[src/rtl/ror_pkg.sv]
// Shared types and constants for the sequential rotate-right unit.
package ror_pkg;
  localparam int WIDTH = 32;
  localparam int AMT_W = 5;

  typedef enum logic [1:0] {IDLE, ROTATE, DONE} state_t;

  function automatic int ceil_div(input int a, input int b);
    return (a + b - 1) / b;
  endfunction
endpackage

[src/rtl/ror_step.sv]
// Combinational rotate-right of one word by 0..STEP positions.
module ror_step #(
  parameter int STEP = 4,
  parameter int KW   = $clog2(STEP + 1)
) (
  input  logic [ror_pkg::WIDTH-1:0] d,
  input  logic [KW-1:0]             k,
  output logic [ror_pkg::WIDTH-1:0] q
);
  import ror_pkg::*;

  logic [AMT_W-1:0] idx [WIDTH];

  // Bit index wraps naturally in AMT_W bits, giving (i + k) mod 32.
  always_comb begin
    for (int i = 0; i < WIDTH; i++) begin
      idx[i] = AMT_W'(i + int'(k));
      q[i]   = d[idx[i]];
    end
  end
endmodule

[src/rtl/ror32_seq.sv]
// Multi-cycle rotate-right, up to STEP positions per clock, start/busy/done handshake.
// Define ROR32_SEQ_DIR_EN to add a dir port (1 = rotate-left).
module ror32_seq #(
  parameter int STEP  = 4,
  parameter int WIDTH = 32
) (
  input  logic             clock,
  input  logic             clear,
  input  logic             start,
  input  logic [WIDTH-1:0] in,
  input  logic [31:0]      num_rotate,
`ifdef ROR32_SEQ_DIR_EN
  input  logic             dir,
`endif
  output logic [WIDTH-1:0] out,
  output logic             busy,
  output logic             done
);
  import ror_pkg::*;

  localparam int KW = $clog2(STEP + 1);

  state_t           state, state_n;
  logic [WIDTH-1:0] shreg;
  logic [WIDTH-1:0] rot;
  logic [AMT_W-1:0] rem, rem_n, rem_load;
  logic [KW-1:0]    k;
  logic [26:0]      unused_rot_hi;

  assign unused_rot_hi = num_rotate[31:5];

`ifdef ROR32_SEQ_DIR_EN
  // Left rotation by n is right rotation by (32 - n) mod 32.
  assign rem_load = dir ? (AMT_W'(0) - num_rotate[4:0]) : num_rotate[4:0];
`else
  assign rem_load = num_rotate[4:0];
`endif

  assign k     = (int'(rem) < STEP) ? KW'(rem) : KW'(STEP);
  assign rem_n = rem - AMT_W'(k);

  ror_step #(.STEP(STEP), .KW(KW)) u_step (
    .d(shreg),
    .k(k),
    .q(rot)
  );

  always_ff @(posedge clock) begin
    if (clear) state <= IDLE;
    else       state <= state_n;
  end

  always_comb begin
    state_n = state;
    case (state)
      IDLE:    if (start) state_n = (rem_load == '0) ? DONE : ROTATE;
      ROTATE:  if (rem_n == '0) state_n = DONE;
      DONE:    state_n = IDLE;
      default: state_n = IDLE;
    endcase
  end

  always_ff @(posedge clock) begin
    if (clear) begin
      shreg <= '0;
      rem   <= '0;
      out   <= '0;
    end else begin
      case (state)
        IDLE: begin
          if (start) begin
            shreg <= in;
            rem   <= rem_load;
            if (rem_load == '0) out <= in;
          end
        end
        ROTATE: begin
          shreg <= rot;
          rem   <= rem_n;
          if (rem_n == '0) out <= rot;
        end
        default: ;
      endcase
    end
  end

  assign busy = (state != IDLE);
  assign done = (state == DONE);
endmodule

[config.mk]
export PLATFORM = sky130hd
export DESIGN_NAME = ror32_seq
export DESIGN_NICKNAME = d
export VERILOG_FILES = /design/src/rtl/ror_pkg.sv /design/src/rtl/ror_step.sv /design/src/rtl/ror32_seq.sv
export SDC_FILE = /design/constraint.sdc
export NUM_CORES = 1
export LEC_CHECK = 0
export BUFFER_PORTS_ARGS = -buffer_cell sky130_fd_sc_hd__buf_2
export CAP_MARGIN = 30
export CORE_UTILIZATION = 28
export DETAILED_ROUTE_END_ITERATION = 7
export PLACE_DENSITY = 0.51
export SLEW_MARGIN = 15
export SYNTH_ARGS = -nofsm -noshare
export SYNTH_HDL_FRONTEND = slang
export SYNTH_SLANG_ARGS = --single-unit
export TNS_END_PERCENT = 1
[constraint.sdc]
create_clock -name clock -period 5.4 [get_ports clock]
set_input_delay 0.81 -clock clock [delete_from_list [all_inputs] [get_ports clock]]
set_output_delay 0.81 -clock clock [all_outputs]
set_load 0.005 [all_outputs]
Word-level counts from Yosys, hierarchy flattened
Cells that the tools add are included.
- register bits: 71
- bits of input ports: 67
- output and inout port bits: 34
- logic and storage cells: 159
- add/sub/neg operators: 32
- order comparisons: 33
- eq/ne operators: 5
- muxes and demuxes: 77
- reduce and logical (&&, ||, !) cells: 8
- operators with widths (kind ; count):
    $lt 5x6->1 const B ; 31
    $bmux 1 s5 ; 31
    $mux 32 ; 4
    $pmux 32 s2 ; 2
    $add 5x3->5 const A ; 16
    $add 4x3->5 const A ; 8
    $mux 1 ; 32
    $add 3x3->4 const A ; 4
    $logic_not 5->1 ; 2
    $pmux 5 s2 ; 1
    $add 2x3->4 const A ; 2
    $lt 3x6->1 const B ; 1
    $mux 2 ; 3
    $ne 2x2->1 const B ; 3
    $lt 5x3->1 const B ; 1
    $mux 5 ; 1
    $sub 5x3->5 ; 1
    $add 1x3->4 const A ; 1
    $pmux 2 s2 ; 1
    $reduce_and 2->1 ; 2
    $reduce_and 4->1 ; 1
    $reduce_bool 2->1 ; 2
    $bmux 1 s3 ; 1
    $mux 3 ; 1
    3 further kinds ; 3

Depth between registers and ports, before layout
- depth after elaboration: 7
- gate-level depth with buffers: 18

Hierarchy
Synthesis repeated with hierarchy kept, for this count alone.
- cells, all modules: 484
- area total of the unflattened synthesis: 5272.6 um^2
- by module, submodules not included (module ; instances ; cells an instance ; area an instance (um^2) ; seq. area each (um^2)):
    ror32_seq ; 1 ; 347 ; 3402.0 ; 1421.4
    ror_step ; 1 ; 137 ; 1870.5 ; 0.0

Least setup slack after synthesis
OpenSTA, ideal clock, no wires.
- path type: register -> register
- start: reg rem[4]
- end: reg shreg[9]
- setup time: 0.128 ns
- arrival time: 3.524 ns
- path slack: 1.748 ns
- stages on the path, launching flop included: 13
- path through: dfxtp_1 -> or4b_2 -> buf_2 -> inv_2 -> ha_1 -> inv_1 -> ha_1 -> buf_4 -> mux2_2 -> mux4_2 -> or3_1 -> o311ai_1 -> o21ai_1
- word-level cells in the longest chain between the ends: 6
- ends and longest elaborated chain (element ; line ; RTL):
    start: declaration ; ror32_seq.sv:26 ; logic [AMT_W-1:0] rem, rem_n, rem_load;
    start signal: assignment ; ror32_seq.sv:73 ; rem <= rem_load;
    start signal: assignment ; ror32_seq.sv:79 ; rem <= rem_n;
    $lt 5x3->1 ; ror32_seq.sv:39 ; assign k = (int'(rem) < STEP) ? KW'(rem) : KW'(STEP);
    $mux 3 ; ror32_seq.sv:39 ;
    $add 4x3->5 ; ror_step.sv:17 ; idx[i] = AMT_W'(i + int'(k));
    $bmux 1 s5 ; ror_step.sv:18 ; q[i] = d[idx[i]];
    $mux 1 (implied by the code) ; ror_step.sv:18 ;
    $pmux 32 s2 ; ror32_seq.sv:69 ; case (state)
    end signal: assignment ; ror32_seq.sv:72 ; shreg <= in;
    end signal: assignment ; ror32_seq.sv:78 ; shreg <= rot;
    end: declaration ; ror32_seq.sv:24 ; logic [WIDTH-1:0] shreg;
No other way between the ends. The select of a mux whose other input is x is not followed.
A chain may end at the register's enable or synchronous reset.

Worst setup path after layout
- start: reg rem[4]
- end: reg out[29]
- word-level cells in the longest chain between the ends: 7
- elaborated cells between the ends (all ways): 11
- ends and longest elaborated chain (element ; line ; RTL):
    $lt 5x3->1 ; ror32_seq.sv:39 ;
    $mux 3 ; ror32_seq.sv:39 ;
    $add 5x3->5 ; ror_step.sv:17 ;
    $bmux 1 s5 ; ror_step.sv:18 ;
    $mux 1 (implied by the code) ; ror_step.sv:18 ;
    $mux 32 ; ror32_seq.sv:80 ; if (rem_n == '0) out <= rot;
    $pmux 32 s2 ; ror32_seq.sv:69 ;
    end signal: assignment ; ror32_seq.sv:74 ; if (rem_load == '0) out <= in;
    end signal: assignment ; ror32_seq.sv:80 ;
    end: declaration ; ror32_seq.sv:15 ; output logic [WIDTH-1:0] out,
Parallel ways exist; a longest one is shown, timed or not. The select of a mux whose other input is x is not followed.

==> out/qor.yml <==
cts_made_buffers: 9
switching_share_pct: 40.1
synth_fp_nets: 734
worstSetupPathType: "flip-flop to flip-flop"
cap_viol_max_count: 0
worstHoldPathType: "flip-flop to flip-flop"
p_leak_nw: 2.56
reg2reg_to: "out[29]$_SDFFE_PP0P_"
r2r-start: "rem[4]$_SDFFE_PP0P_"
vias: 5397
yosysWarnings: 0
multi_input_area_um2: 4040
routed.top_layer: "met4"
power_density_nw_per_um2: 360
ys.flop_type: "dfxtp_1"
start_util_pct: 28.5
power.switching_w: 0.000959
syn_avg_cell_area_um2: 8.80
wl_met3_um: 959
cts-root-buf: "clkbuf_16"
antenna_found_initial: 0
setup_viol: 0
combPwrFrac_pct: 44.5
cp_max_fo: 15
grt_pass1_vias: 5409
layout_common_cells: "80 x mux2i_1, 73 x buf_2, 72 x nor2_1"
grt_setup_unrepaired: "false"
routed-wl-met2_um: 8700
synth-edff-count: 0
cts_tree: "done"
register_area_um2: 1420
antenna_left: 0
synthesis.instances: 655
holdPathEnd: "out[3]$_SDFFE_PP0P_"
tns_ns: 0
post_cts_resized: 0
area_growth_pct: 15.3
dp_hpwl_um: 13700
cts-htree-levels: 3
r2r_cells: 11
required_ns: 5.65
place_congestion: 0.835
drv_slew: 0
drt_iter0_markers: 453
cts_hold_buf: 0
io_buffers: 73
grt_overflow: 0
min_period_over_period_pct: 83.2
fin_nets: 775
drc: 0
layout.core_utilization_pct: 32.8
max_clock_freq_mhz: 223
cts_sinks: 71
tightest_slew_ns: 0.729
core-area_um2: 20200
syn_area_um2: 5760
final_common_cell: "mux2i_1"
finClkSkew_ns: 0.0119
final.min_clock_period_ns: 4.49
std_cell_rows: 52
whs_path_depth: 2
dr.pass1.iters: 6
peakVddDrop_uv: 175
drive_above_1_share_pct: 25.0
grt_max_degree: 46
slew_headroom_pct: 51.4
start_kind: "flip-flop"
die_w_um: 145
die_y_um: 145
finalHoldViolations: 0
intPower_w: 0.00143
ios: 101
wl_per_cell_um: 19.9
async_reset_ff_share_pct: 0
worst_setup_path_end_kind: "flip-flop"
postCtsSetupBuffers: 0
clk_path_buf_depth: 2
routed_wl_um: 19300
crit_arrival_ns: 4.74
min_from: "out[3]$_SDFFE_PP0P_"
grt_pass1_wl_um: 31200
antenna_cells: 0
seqPwrFrac_pct: 29.3
grtUsageTotal_pct: 18.9
clk_pin_slew_ns: 0.06
yosysSeqAreaShare_pct: 24.7
viasPerCell: 5.56
ys_types: 65
fp.dieArea_um2: 21200
clockPowerShare_pct: 26.3
synth-seq-cells: 71
n_fill_cell: 2125
ff2ff_setup_slack_ns: 0.91
insertion_delay_ns: 0.36
status: "finished, final reports clean"
wl_met1_um: 8970
[registers in the layout (all words and copies together), names as in the netlist]
signal  count
out        32
shreg      32
rem         5
state       2
[power groups by stage]
stage               Clock [W]  Combinational [W]  Sequential [W]
floorplan                   0           0.000825        0.000647
global placement            0            0.00105        0.000707
detailed placement          0            0.00106        0.000708
CTS                  0.000646            0.00106        0.000696
global route         0.000661            0.00116        0.000708
finish               0.000629            0.00106        0.000700
[synth_stat cells (3+ instances only)]
cell	count	area share, %
a2111oi_0	8	1.2
mux4_2	31	12
o221ai_1	3	0.46
inv_1	5	0.33
a31o_2	4	0.61
nor2b_1	7	0.76
nand3b_1	19	2.5
ha_1	12	2.6
a221oi_1	3	0.46
o211ai_1	6	0.78
and2_1	3	0.33
buf_4	4	0.52
nor3_1	16	1.4
buf_2	21	1.8
a22oi_1	4	0.52
nand2b_1	7	0.76
nand2_1	60	3.9
o31ai_1	9	1.2
mux2i_1	80	14
nand3_1	9	0.78
dfxtp_1	71	25
nor2_1	73	4.8
buf_1	5	0.33
o22ai_1	10	1.1
and3_1	3	0.33
or3_1	4	0.43
o41ai_1	4	0.61
a21oi_1	22	1.9
a211oi_1	29	3.8
a31oi_1	7	0.76
clkbuf_1	30	2.0
nor4_1	6	0.65
a21oi_2	9	1.4
a311oi_1	3	0.46
o21ai_0	12	1.0
nor3b_1	6	0.78
mux2_2	13	2.5
[cell type report]
type,count,share of cell area [%]
inverters,8,0.490
repair buffers,92,7.65
clock buffers,11,3.65
clock inverters,5,0.979
well taps,270,5.08
flip-flops and latches,71,21.4
multi-input cells,514,60.8
[per-layer routing]
layer / global-route usage, % / vias up
met3: 3.35 / 44
met5: 0 / -
met4: 8.79 / 0
li1: - / 2572
met1: 25.9 / 2601
met2: 28.7 / 180
[worst max-delay path by stage]
stage | startpoint | end | slack (ns)
3_5_place_dp | rem[4]$_SDFFE_PP0P_ | out[29]$_SDFFE_PP0P_ | 0.91
6_report | rem[4]$_SDFFE_PP0P_ | out[29]$_SDFFE_PP0P_ | 0.91
3_3_place_gp | rem[4]$_SDFFE_PP0P_ | out[29]$_SDFFE_PP0P_ | 0.95
4_1_cts | rem[4]$_SDFFE_PP0P_ | out[29]$_SDFFE_PP0P_ | 0.92
5_1_grt | rem[4]$_SDFFE_PP0P_ | shreg[9]$_SDFFE_PP0P_ | 0.59
2_1_floorplan | rem[4]$_SDFFE_PP0P_ | shreg[9]$_SDFFE_PP0P_ | 1.75
[cells by family (layout without fill, tap and decap cells)]
group,Yosys count,in the layout,synth area share (%)
simple gates,221,221,18.7
mux,125,125,28.8
xor+xnor,2,2,0.304
flops,71,71,24.7
compound gates,153,153,19.4
fa+ha+maj,12,12,2.61
buf+inv,70,116,5.58
other cells,1,1,0.0651
[worst max-delay path, cell delays in order, from the launching register on]
cell      delay (ns)
dfxtp_1         0.45
or4b_2          0.96
inv_2           0.37
ha_1            0.24
inv_1           0.05
ha_1            0.75
mux2i_1         0.32
mux2i_1         0.10
mux2_2          0.28
a211oi_1        0.40
a31oi_1         0.18
a31o_2          0.27
[metrics by stage]
stage	std cells	total power (W)	setup slack (ns)	hold WS [ns]	area (um2)
after floorplan	655	0.00147	1.75	0.448	5760
after global placement	955	0.00176	0.950	0.445	6340
after detailed placement	955	0.00176	0.906	0.445	6340
after CTS	971	0.00240	0.919	0.459	6640
after global routing	971	0.00253	0.592	0.487	6640
final	971	0.00239	0.909	0.458	6640
Power figures use the tool's default switching activity.
